==> config.mk <==
export PLATFORM = sky130hd
export DESIGN_NAME = srrc_symbol_upsampler
export DESIGN_NICKNAME = d
export VERILOG_FILES = /design/src/rtl/srrc_symbol_upsampler.sv
export SDC_FILE = /design/constraint.sdc
export NUM_CORES = 1
export LEC_CHECK = 0
export BUFFER_PORTS_ARGS = -buffer_cell sky130_fd_sc_hd__buf_4
export CORE_MARGIN = 2
export CORE_UTILIZATION = 25
export CTS_CLUSTER_DIAMETER = 200
export DETAILED_ROUTE_END_ITERATION = 10
export GPL_ROUTABILITY_DRIVEN = 0
export SYNTH_ARGS = -nofsm -noshare
export SYNTH_HDL_FRONTEND = slang
export SYNTH_SLANG_ARGS = --single-unit
==> constraint.sdc <==
create_clock -name clk -period 2.35 [get_ports clk]
set_input_delay 0 -clock clk [delete_from_list [all_inputs] [get_ports clk]]
set_output_delay 0 -clock clk [all_outputs]
set_load 0.02 [all_outputs]
==> src/rtl/srrc_symbol_upsampler.sv <==
// srrc_symbol_upsampler
//   Front end for the 33-tap SRRC pulse-shaping filter. Buffers a bit stream
//   through a valid/ready FIFO, maps each bit to an antipodal 2-bit symbol
//   (0 -> 2'b01 = +1.0, 1 -> 2'b11 = -1.0), zero-stuffs every symbol to OSR
//   samples, and on starvation emits FLUSH_LEN zero samples so the filter
//   delay line holds no stale tail.
//
// Optional build macro:
//   SRRC_DIFF_ENC_EN - differential encoding: each popped bit is XORed with
//                      the previously transmitted encoded bit before mapping.
//
// Ports:
//   clk        system clock
//   rst        synchronous, active-high reset
//   en         global advance enable; low freezes the state machine
//   bit_in     payload bit
//   bit_valid  bit_in is valid
//   bit_ready  FIFO can accept a bit
//   sym_out    symbol to the filter (2'b01 / 2'b11 / 2'b00)
//   sym_en     sym_out valid this cycle; drives the filter enable
//   underrun   sticky: a symbol slot found the FIFO empty
//   busy       state machine is not idle
module srrc_symbol_upsampler #(
  parameter int OSR        = 4,
  parameter int FIFO_DEPTH = 4,
  parameter int PRIME      = 2,
  parameter int FLUSH_LEN  = 33
) (
  input  logic       clk,
  input  logic       rst,
  input  logic       en,
  input  logic       bit_in,
  input  logic       bit_valid,
  output logic       bit_ready,
  output logic [1:0] sym_out,
  output logic       sym_en,
  output logic       underrun,
  output logic       busy
);

  localparam int AW = (FIFO_DEPTH > 1) ? $clog2(FIFO_DEPTH) : 1;
  localparam int PW = (OSR > 1) ? $clog2(OSR) : 1;
  localparam int FW = (FLUSH_LEN > 1) ? $clog2(FLUSH_LEN) : 1;

  typedef enum logic [1:0] {
    S_IDLE,
    S_RUN,
    S_FLUSH
  } state_t;

  state_t        state, state_n;
  logic [PW-1:0] phase, phase_n;
  logic [FW-1:0] flush_cnt, flush_n;

  logic          mem [FIFO_DEPTH];
  logic [AW-1:0] wr_ptr, rd_ptr;
  logic [AW:0]   count;

  logic          push, pop;
  logic          tx_bit;
  logic [1:0]    sym_n;
  logic          sym_en_n;
  logic          set_undr;

  assign bit_ready = (count < (AW+1)'(FIFO_DEPTH));
  assign push      = bit_valid && bit_ready;
  assign busy      = (state != S_IDLE);

`ifdef SRRC_DIFF_ENC_EN
  logic enc_q;
  assign tx_bit = mem[rd_ptr] ^ enc_q;
`else
  assign tx_bit = mem[rd_ptr];
`endif

  always_comb begin
    state_n  = state;
    phase_n  = phase;
    flush_n  = flush_cnt;
    pop      = 1'b0;
    sym_n    = 2'b00;
    sym_en_n = 1'b0;
    set_undr = 1'b0;
    if (en) begin
      unique case (state)
        S_IDLE: begin
          if (count >= (AW+1)'(PRIME)) begin
            state_n = S_RUN;
            phase_n = '0;
          end
        end
        S_RUN: begin
          sym_en_n = 1'b1;
          if (phase == '0 && count == '0) begin
            // The underrun sample is the first of the FLUSH_LEN zeros.
            set_undr = 1'b1;
            if (FLUSH_LEN > 1) begin
              flush_n = FW'(FLUSH_LEN - 1);
              state_n = S_FLUSH;
            end else begin
              state_n = S_IDLE;
            end
          end else begin
            if (phase == '0) begin
              pop   = 1'b1;
              sym_n = tx_bit ? 2'b11 : 2'b01;
            end
            phase_n = (phase == PW'(OSR - 1)) ? '0 : phase + 1'b1;
          end
        end
        S_FLUSH: begin
          sym_en_n = 1'b1;
          flush_n  = flush_cnt - 1'b1;
          if (flush_cnt == FW'(1)) begin
            state_n = S_IDLE;
            phase_n = '0;
          end
        end
        default: state_n = S_IDLE;
      endcase
    end
  end

  // Storage needs no reset; occupancy is tracked by count.
  always_ff @(posedge clk) begin
    if (push) mem[wr_ptr] <= bit_in;
  end

  always_ff @(posedge clk) begin
    if (rst) begin
      state     <= S_IDLE;
      phase     <= '0;
      flush_cnt <= '0;
      wr_ptr    <= '0;
      rd_ptr    <= '0;
      count     <= '0;
      sym_out   <= 2'b00;
      sym_en    <= 1'b0;
      underrun  <= 1'b0;
    end else begin
      state     <= state_n;
      phase     <= phase_n;
      flush_cnt <= flush_n;
      sym_out   <= sym_n;
      sym_en    <= sym_en_n;
      underrun  <= underrun | set_undr;
      if (push) wr_ptr <= wr_ptr + 1'b1;
      if (pop)  rd_ptr <= rd_ptr + 1'b1;
      unique case ({push, pop})
        2'b10:   count <= count + 1'b1;
        2'b01:   count <= count - 1'b1;
        default: count <= count;
      endcase
    end
  end

`ifdef SRRC_DIFF_ENC_EN
  always_ff @(posedge clk) begin
    if (rst)      enc_q <= 1'b0;
    else if (pop) enc_q <= tx_bit;
  end
`endif

endmodule

# After elaboration in Yosys (flattened, before gate mapping)
# Memories as Yosys holds them, arrays and structs flattened. A register that Yosys moved wholly into a read port is not among the register bits.
# Index checks and enable logic that the tools add are counted.
word_totals:
  ff_bits: 21
  ramBits: 4
  inputBits: 5
  out_inout_bits: 6
  elab_cells: 71
  n_memories: 1
classes:
  add_sub_neg: 6
  magnitude_cmp: 2
  n_eq_ne: 10
  muxes: 24
  bitwise_logic: 4
  reduce_logical: 15
memory_table:
  columns: ["memory", "depth", "width", "read_ports", "rd_ports_with_merged_regs", "wr", "line_no", "source"]
  rows:
  - ["mem", 4, 1, 1, 1, 1, "55", "logic mem [FIFO_DEPTH];"]
ops:
  columns: ["operator", "count"]
  rows:
  - ["2-to-1 mux 2 bit", 9]
  - ["one-hot mux 2 bit (3 select lines)", 2]
  - ["one-hot mux 6 bit (2 select lines)", 1]
  - ["2-to-1 mux 1 bit", 10]
  - ["!= test 2 bit, second input constant", 4]
  - ["adder 2 x 1 -> 2 bit, second input constant", 3]
  - ["== test 2 bit, second input constant", 3]
  - ["== test 6 x 1 -> 1 bit, second input constant", 1]
  - ["2-to-1 mux 6 bit", 1]
  - ["one-hot mux 3 bit (2 select lines)", 1]
  - ["nonzero test 2 bit", 3]
  - ["subtractor 6 x 1 -> 6 bit, second input constant", 1]
  - ["AND reduction 5 bit", 1]
  - ["OR reduction 5 bit", 1]
  - ["== test 2 x 1 -> 1 bit, second input constant", 2]
  - ["logical NOT 2 bit", 2]
  - ["AND reduction 4 bit", 1]
  - ["OR reduction 2 bit", 2]
  - ["adder 3 x 1 -> 3 bit, second input constant", 1]
  - ["greater-or-equal comparator 3 x 2 -> 1 bit, second input constant", 1]
  - ["logical NOT 3 bit", 1]
  - ["less-than comparator 3 bit, second input constant", 1]
  - ["inverter 1 bit", 3]
  - ["AND reduction 3 bit", 1]
  - ["other kinds (4)", 5]

# Depth between registers and ports, before layout
# Gate-level depths: netlist of run 1.
logic_depth:
  depth_word: 7
  mapped_depth: 11
  mapped_depth_nobuf: 11

# Least setup slack after synthesis of run 1
# No wires, ideal clock.
synth_path:
  path_kind: "register to register"
  startpoint: "register state[1]"
  endpoint: "register count[2]"
  setup_ps: 71
  t_arrival_ps: 2114
  required_time_ps: 2279
  path_slack_ps: 165
  path_stages_with_launch: 12
  path_buffers: 0
  synth_period_minus_slack_ps: 2185
  cell_sequence: "dfxtp_1 inv_1 ha_1 and3_1 nand2_1 inv_1 ha_1 inv_1 fa_1 xor2_1 or3_1 a21oi_1"
synth_between:
  elab_chain_len: 5
  word_cells_on_any_way: 7
  classes_between: "eq/ne (3); mux (3); reduce/logical (1)"
synth_rtl:
  columns: ["item", "line_no", "source"]
  rows:
  - ["start, declared", "51", "state_t state, state_n;"]
  - ["start signal, assigned", "141", "state <= state_n;"]
  - ["== test 2 x 1 -> 1 bit *", "85", "unique case (state)"]
  - ["2-to-1 mux 1 bit *", "85", null]
  - ["2-to-1 mux 1 bit *", "84", "if (en) begin"]
  - ["named net pop", "59", "logic push, pop;"]
  - ["== test 2 x 1 -> 1 bit or == test 2 bit (tied branches)", "149", "unique case ({push, pop})"]
  - ["one-hot mux 3 bit (2 select lines) or nonzero test 2 bit (tied branches)", null, null]
  - ["end signal, assigned", "150", "2'b10: count <= count + 1'b1;"]
  - ["end signal, assigned", "151", "2'b01: count <= count - 1'b1;"]
  - ["end signal, assigned", "152", "default: count <= count;"]
  - ["end, declared", "57", "logic [AW:0] count;"]
# The timed path passes the listed nets; every way through them passes the cells marked *.
# A chain may end at the register's enable or synchronous reset.

# Worst setup path in the final report of run 1
layout_path:
  startpoint: "register phase[1]"
  endpoint: "register count[2]"
layout_between:
  elab_chain_len: 7
  word_cells_on_any_way: 10
  classes_between: "eq/ne (2); mux (5); reduce/logical (3)"
layout_rtl:
  columns: ["item", "line_no", "source"]
  rows:
  - ["start, declared", "52", "logic [PW-1:0] phase, phase_n;"]
  - ["start signal, assigned", "142", "phase <= phase_n;"]
  - ["logical NOT 2 bit *", "94, 104", null]
  - ["2-to-1 mux 1 bit or logical AND 1 bit (tied branches)", "104, 94", null]
  - ["2-to-1 mux 1 bit *", "94", "if (phase == '0 && count == '0) begin"]
  - ["2-to-1 mux 1 bit *", "85", null]
  - ["2-to-1 mux 1 bit *", "84", null]
  - ["named net pop", "59", null]
  - ["== test 2 x 1 -> 1 bit or == test 2 bit (tied branches)", "149", null]
  - ["one-hot mux 3 bit (2 select lines) or nonzero test 2 bit (tied branches)", null, null]
# Marked as above.

==> results.md, run 1 <==
- The flow ran to the end, and the final reports show no timing, DRC or antenna violations.
- Among all flip-flop cells after synthesis, the most frequent one is dfxtp_1.
- Setup violations remaining at the end of the flow were counted as 0.
- Summing all non-filler instances in the final layout gives an area of about 1600 µm².
- The H-tree level count is 1.
- The number of warnings reported in the yosys synthesis log is 0.
- The via count of the first global-routing pass is 967.
- The detail-routed net length per standard cell is 10.17 µm.
- The endpoint type of the worst setup path is a register.
- The count of flip-flops with a built-in enable after synthesis is 4.
- The horizontal extent of the die is 78.74 µm.
- In this run the worst path has a maximum fanout of 3.
- Clock-pin slew was measured on the worst setup and hold paths at 0.09 ns.
- Dividing the detail-routed via count by the number of cells gives between 4 and 5.
- The worst hold path cell count is 2.
- The launch instance of the worst min-delay path is en.
- In the final timing run, aggregate negative setup slack is 0 ns.
- The worst setup path is launched from a register.
- The die covers between 6000 and 7000 µm².
- The buffer cell driving the clock tree root is clkbuf_8.
- The first global-routing pass estimated just over 4000 µm of wire.
- The core region is about 5400 µm².
- For the worst flop-to-flop path, the logic depth is 11.
- The multi-input combinational cells in the finished layout cover a total of between 700 and 800 µm².
- The sequential cell fraction of total power is 0.533.
- Of the total power, the clock network draws 0.270.
- The y dimension of the die is slightly below 80 µm.
- The post-synthesis net count is between 150 and 200.
- After legalization and detailed placement, the total HPWL measured between 1500 and 2000 µm.
- The startpoint of the most critical register-to-register path is phase[1].
- The data arrival time at the worst-slack endpoint is approximately 2.4 ns.
- Of the cells placed in the final design, the portion with a size suffix greater than 1 is 0.1739.
- The routed design has between 2000 and 2500 µm of wire.
- The pin count of the biggest net entering global routing is 26.
- The fraction of registers with async set or reset after synthesis is 0.
- The total I/O pin count is 11.
- The number of nets at the end of the flow is approximately 180.
- In this run, the number of DRC markers left after iteration 0 of detailed routing was between 40 and 50.
- The peak ir drop on the vdd network is a little over 0.0002 V.
- The worst clock skew on the final layout is between 0.005 and 0.006 ns.
- For the pin with the worst max-slew slack, the measured transition is 0.4698 ns.
- The cell-internal power is around 0.7 mW.
- The length of the first detailed-routing pass in iterations is 2.
- Setup slack on the worst reg-to-reg path comes out at ~0.14 ns.
- The required time at the worst-slack endpoint is 2.56 ns.
- The number of maximum-capacitance violations is 0.
- The critical path is of the register to register type.
- The layout overhead on the synthesized area is 16.22%.
- The number of sinks driven by the clock tree is 27.
- The routed layout has ~1,000 vias.
- The floorplan has 27 rows.
- TritonCTS built the clock tree.
- The number of pins exceeding their max-slew limit in the final report is 0.
- The maximum operating frequency is roughly 450 MHz.
- The DRC violation count after routing is 0.
- The total power per unit cell area is between 500 and 600 nW/µm².
- The hold violation total from the final report is 0.
- For this run, the total global-route usage over all layers was measured as 0.08494.
- The share of the core filled with cells is 0.2984.
- The mean instance size in the synthesized netlist is 9.371 µm².
- The layout has approximately 600 filler cells.
- Clock latency on the worst-skew pair, taken at its later pin, is 0.27 ns.
- The final critical-path share of the clock period is 0.9421.
- The leakage dissipation is 0.6093 nW.
- In this run the worst hold path is classified as input pin to register.
- The post-route worst hold slack is roughly 0.022 ns.
- The number of antenna diodes in the final layout is 0.
- The clock passes through at most 2 buffers.
- Summed over all layers, the global routing overflow is 0.
- In this run the cell area measured after placement is between 1500 and 2000 µm².
- The smallest clock period supported by the final layout is computed as between 2 and 2.5 ns.
- For hold timing, the worst endpoint is sym_en.
- The share of total power dissipated in combinational logic is 0.197.
- Headroom to the max-slew limit came out at 0.6862.
- In this run, distinct cell masters in the synthesized netlist total just over 40.
- The switching part of the total power is 0.2774.
- The initial antenna violation count is 0.
- The reported net switching power is roughly 0.27 mW.
- The register area share after synthesis is 0.4158.
- For this configuration, the core starts out at a cell density of 0.2567.
- The end of the worst register-to-register path is count[2].
- Synthesis inferred 27 register bits.
- The number of clock buffers inserted by TritonCTS is 3.
- The count of port buffers added during placement is 10.
- The number of standard cells after synthesis is ~150.
- In this run the remaining antenna-violating nets after routing total 0.
- Registers take roughly 580 µm².
- The cell area after technology mapping is between 1000 and 1500 µm².
## worst max-delay path, cell delays in order, from the launching register on
cell and delay [ns]:
dfxtp_1 0.33, inv_1 0.11, ha_4 0.15, and3_4 0.19, nand2_1 0.09, inv_1 0.07, ha_2 0.17, inv_1 0.05
fa_1 0.37, xor2_1 0.16, or3_1 0.30, a21oi_1 0.14
## cells by family (layout without fill, tap and decap cells)
group / Yosys count / count (layout) / share of synthesized area
flops: 27 / 27 / 0.4158
fa+ha+maj: 14 / 14 / 0.1308
simple gates: 46 / 46 / 0.1756
compound gates: 32 / 32 / 0.1470
xor+xnor: 5 / 5 / 0.03136
mux: 2 / 2 / 0.02419
buf+inv: 23 / 35 / 0.07526
## power groups by stage
| stage | logic (mW) | clock network (mW) | registers [mW] |
|---|---|---|---|
| 2_1_floorplan | 0.137 | 0 | 0.521 |
| 3_3_place_gp | 0.186 | 0 | 0.523 |
| 3_5_place_dp | 0.186 | 0 | 0.523 |
| 4_1_cts | 0.190 | 0.274 | 0.513 |
| 5_1_grt | 0.220 | 0.288 | 0.516 |
| 6_report | 0.190 | 0.260 | 0.513 |
## layout make-up
type | instances | area share
clock buffers | 3 | 0.02544
flip-flops and latches | 27 | 0.3585
inverters | 17 | 0.03932
clock inverters | 1 | 0.003084
multi-input cells | 99 | 0.4518
repair buffers | 14 | 0.06631
well taps | 72 | 0.05551
## placed cells by master (no fill, tap or decap), drive strengths merged, types with 4 or more instances in the layout
| cell type | count |
|---|---|
| dfxtp | 23 |
| nor2 | 19 |
| inv | 17 |
| buf | 13 |
| ha | 13 |
| o21ai | 9 |
| a21oi | 8 |
| and2 | 5 |
| xor2 | 4 |
| edfxtp | 4 |
## per-layer routing
metal / track usage / up-vias / share of wire / routed length, µm
met5: 0 / - / 0 / 0
met4: 0.04737 / 0 / 0.026 / 62
met3: 0.02159 / 4 / 0.034 / 81
met2: 0.1368 / 8 / 0.47 / 1124
met1: 0.1033 / 497 / 0.46 / 1102
li1: - / 538 / - / -
## flip-flops by register name, indices dropped and copies added, names as in the netlist, named ones only
name and count:
wr_ptr 2, count 3, phase 2, rd_ptr 2, mem 4, sym_en 1
underrun 1, flush_cnt 6, sym_out 2, state 2
## per-stage QoR
step	worst slack, ns	std cells	total power, mW
after floorplan	0.1650	149	0.6584
after global placement	0.1920	228	0.7093
after detailed placement	0.1093	228	0.7094
after CTS	0.07927	233	0.9758
after global routing	-0.001493	233	1.025
final	0.1361	233	0.9625
## synth_stat cells, types with 3 or more instances
library cell / count / area [µm²]
or3_1: 3 / 18.77
nand3_1: 3 / 15.01
and2_1: 5 / 31.28
a31oi_1: 3 / 18.77
clkbuf_1: 3 / 11.26
ha_1: 13 / 162.7
inv_1: 17 / 63.81
a21oi_1: 8 / 40.04
o21ai_0: 9 / 45.04
nor2_1: 19 / 71.32
dfxtp_1: 23 / 460.4
edfxtp_1: 4 / 120.1
nand3b_1: 3 / 22.52
xor2_1: 4 / 35.03
## how the worst max path moves through the flow
stage,startpoint,end,slack (ns)
after global routing,phase[0],count[2],-0.001
after global placement,phase[0],count[2],0.19
after detailed placement,phase[0],count[2],0.11
final,phase[1],count[2],0.14
after CTS,state[1],count[2],0.08
after floorplan,state[1],count[2],0.17
## timing repair
| item | CTS | global route |
|---|---|---|
| buffers inserted | 0 | 0 |
| gates resized for setup | 0 | 7 |
| hold endpoints to repair | 4 | 0 |
| hold buffers | 1 | 0 |
| endpoints found under the setup margin | 0 | 1 |
Note: power is estimated with default switching activity, not from simulation.
==> run 2: changes to the inputs <==
--- a/config.mk
+++ b/config.mk
@@ -6,11 +6,15 @@
 export NUM_CORES = 1
 export LEC_CHECK = 0
 export BUFFER_PORTS_ARGS = -buffer_cell sky130_fd_sc_hd__buf_4
+export CELL_PAD_IN_SITES_DETAIL_PLACEMENT = 1
+export CELL_PAD_IN_SITES_GLOBAL_PLACEMENT = 1
 export CORE_MARGIN = 2
 export CORE_UTILIZATION = 25
 export CTS_CLUSTER_DIAMETER = 200
 export DETAILED_ROUTE_END_ITERATION = 10
 export GPL_ROUTABILITY_DRIVEN = 0
+export GPL_TIMING_DRIVEN = 0
+export PLACE_DENSITY_LB_ADDON = 0.1
 export SYNTH_ARGS = -nofsm -noshare
 export SYNTH_HDL_FRONTEND = slang
 export SYNTH_SLANG_ARGS = --single-unit
==> results.md, run 2 (synthesized netlist as in run 1, its figures left out) <==
- The overall routed net length is 3053 µm (+29%).
- In the final layout, the registers with the most flip-flops are flush_cnt (6), mem (4), count (3).
- The initial antenna violation count is 0 (unchanged).
- The count of port buffers added during placement came to 9 (-1).
- The TritonCTS clock tree is done.
- The total track usage was 0.1039 (+0.01894).
- The peak ir drop on the vdd network is 0.0002243 V (+8.0%).
- The count of nets left with antenna violations after detail routing is 0 (unchanged).
- The top register by number of flip-flops is flush_cnt.
- The design area was 1689 µm² (+4.1%).
- The horizontal extent of the die came to 78.74 µm (unchanged).
- The final critical path time including I/O delays and setup is 2.255 ns (+0.04091 ns).
- The via count is 1,072 (+2.4%).
- The total I/O pin count was 11 (unchanged).
- The maximum operating frequency is 443.5 MHz (-1.8%).
- The area of the core is 5439 µm² (unchanged).
- The largest stage delay on the critical path is 0.37 ns (about the same).
- The via count of the first global-routing pass is 1,118 (+16%).
- The top cell types in the final layout, fill and taps aside, are dfxtp_1, nor2_1, inv_1.
- The layout overhead on the synthesized area is 20.97%.
- The buffer cell driving the clock tree root is clkbuf_8.
- The number of sinks driven by the clock tree came to 27 (unchanged).
- The pin slew with the least headroom to its limit is 0.4789 ns (+0.009115 ns).
- The initial core utilization came to 0.2567 (unchanged).
- The number of pins exceeding their max-slew limit in the final report is 0 (unchanged).
- The worst-skew pair later-pin latency came to 0.28 ns (about the same).
- The final antenna diode count was 0 (unchanged).
- The number of cell rows is 27 (unchanged).
- The post-route worst hold slack was 0.005101 ns (-0.01662 ns).
- The hold violation total from the final report was 0 (unchanged).
- The placed cell count is 230 (+0.88%).
- The most common cell after layout, fill and taps aside is dfxtp_1.
- The final number of setup-violating endpoints is 0 (unchanged).
- The post-placement cell area came to 1554 µm² (+0.73%).
- The leakage dissipation was 0.6322 nW (+3.8%).
- The global-route wire length before repair came to 5147 µm (+25%).
- The slowest stage of the critical path belongs to the cell fa_1.
- The internal reg-to-reg setup slack is 0.1 ns (-0.04 ns).
- The number of nets at the end of the flow came to 188 (+3.9%).
- The remaining max-slew budget at the tightest pin is 0.6807 (-0.005432).
- The DRC violation count after routing is 0 (unchanged).
- The pin count of the biggest net entering global routing is 18 (-31%).
- The required time at the worst-slack endpoint is 2.57 ns (about the same).
- The filler cell count is 649 (+11%).
- The critical setup path kind is register to register.
- Traced cell by cell, the critical path runs through inv_2, ha_4, and3_4, nand2_1, inv_2, ha_2, inv_1, fa_1, xor2_1, or3_1, a21oi_1.
- The clock transition time at the flip-flop clock pins of the worst setup and hold paths was 0.11 ns (+0.02 ns).
- The final critical-path share of the clock period came to 0.9595 (+0.01741).
- The run finished with clean final reports.
- The number of clock buffers inserted by TritonCTS is 3 (unchanged).
- The share of the core filled with cells came to 0.3106 (+0.01219).
- The type of the tightest min-delay check is input pin to register.
- The total die area is 6199 µm² (unchanged).
- The startpoint type of the worst setup path is a register.
- STA classifies the critical path endpoint as a register.
- The final HPWL from detailed placement is 2242 µm (+28%).
- The via-per-instance ratio is 4.467 (-0.60%).
- The y dimension of the die is 78.74 µm (unchanged).
- The H-tree level count came to 1 (unchanged).
- The maximum net fanout on the critical path was 6 (+3).
- The number of maximum-capacitance violations is 0 (unchanged).
- The flip-flop count of the largest register, all copies and words added is 6 (unchanged).
- The count of routing violations after the opening detailed-route iteration is 14 (-68%).
- The data arrival time at the worst-slack endpoint is 2.47 ns (+0.05 ns).
- The fraction of final layout cells sized beyond drive strength 1 is 0.1964 (+0.02252).
- The number of standard cells in the layout, taps in and fillers out came to 240 (+3.0%).
- In this design, the critical path's most frequently occurring cell is inv_2.
- The clock tree buffer depth is 2 (unchanged).
- The total negative slack for setup checks came to 0 ns (unchanged).
- The total congestion overflow is 0 (unchanged).
- The worst clock skew on the final layout is 0.005363 ns (-0.0005279 ns).
- The length of the first detailed-routing pass in iterations is 4 (+2).
- The detail-routed net length per standard cell is 12.72 µm (+25%).
- The total power per unit cell area came to 602.2 nW/µm² (+1.5%).
[run 2: routing by layer]
layer,routed length [µm],track usage,vias up,share of wire
li1,-,-,547,-
met1,1595,0.1416,514,0.52
met2,1366,0.1658,9,0.45
met3,71,0.01705,2,0.023
met4,19,0.03684,0,0.0062
met5,0,0,-,0
[run 2: where the power goes]
group | switching (mW) | internal [mW]
combinational | 0.114 | 0.0925
sequential | 0.0224 | 0.493
clock | 0.171 | 0.125
total | 0.307 | 0.710
[run 2: worst max-delay path: cells and delay by family, from the launching register on]
kind	cells	cell delay, ns
xor gates and xnor gates	1	0.16
buffers and inverters	3	0.22
AOI/OAI and AO/OA	1	0.13
and+or+nand+nor	3	0.60
adders and majority gates	3	0.72
DFF	1	0.35
[run 2: layout make-up]
class,instances,area (µm²),area share
clock buffer,3,41.29,0.02444
timing repair buffer,15,117.6,0.06963
inverter,17,63.81,0.03778
clock inverter,1,8.758,0.005185
sequential,27,583.1,0.3452
multi-input combinational,99,743.2,0.4400
tap,72,90.09,0.05333
buffer,6,41.29,0.02444
[run 2: path summary, 6_finish.rpt]
kind                            startpoint  endpoint  cells past startpoint
worst max-delay path              state[1]  count[2]                     11
worst min-delay path                    en    sym_en                      2
worst max register to register    state[1]  count[2]                     11
worst min register to register    underrun  underrun                      2
[run 2: stage by stage]
| stage | power (mW) | worst slack [ns] |
|---|---|---|
| after floorplan | 0.6584 | 0.1650 |
| after global placement | 0.7086 | -0.08098 |
| after detailed placement | 0.7174 | -0.1207 |
| after CTS | 1.022 | 0.02017 |
| after global routing | 1.081 | -0.01220 |
| final | 1.017 | 0.09519 |
[run 2: what timing repair did]
item / 4_1_cts / 5_1_grt
endpoints found under the hold margin: 6 / 0
setup buffers: 0 / 4
gates resized for setup: 3 / 7
hold buffers: 2 / 0
pin swaps: 0 / 1
endpoints found under the setup margin: 1 / 1
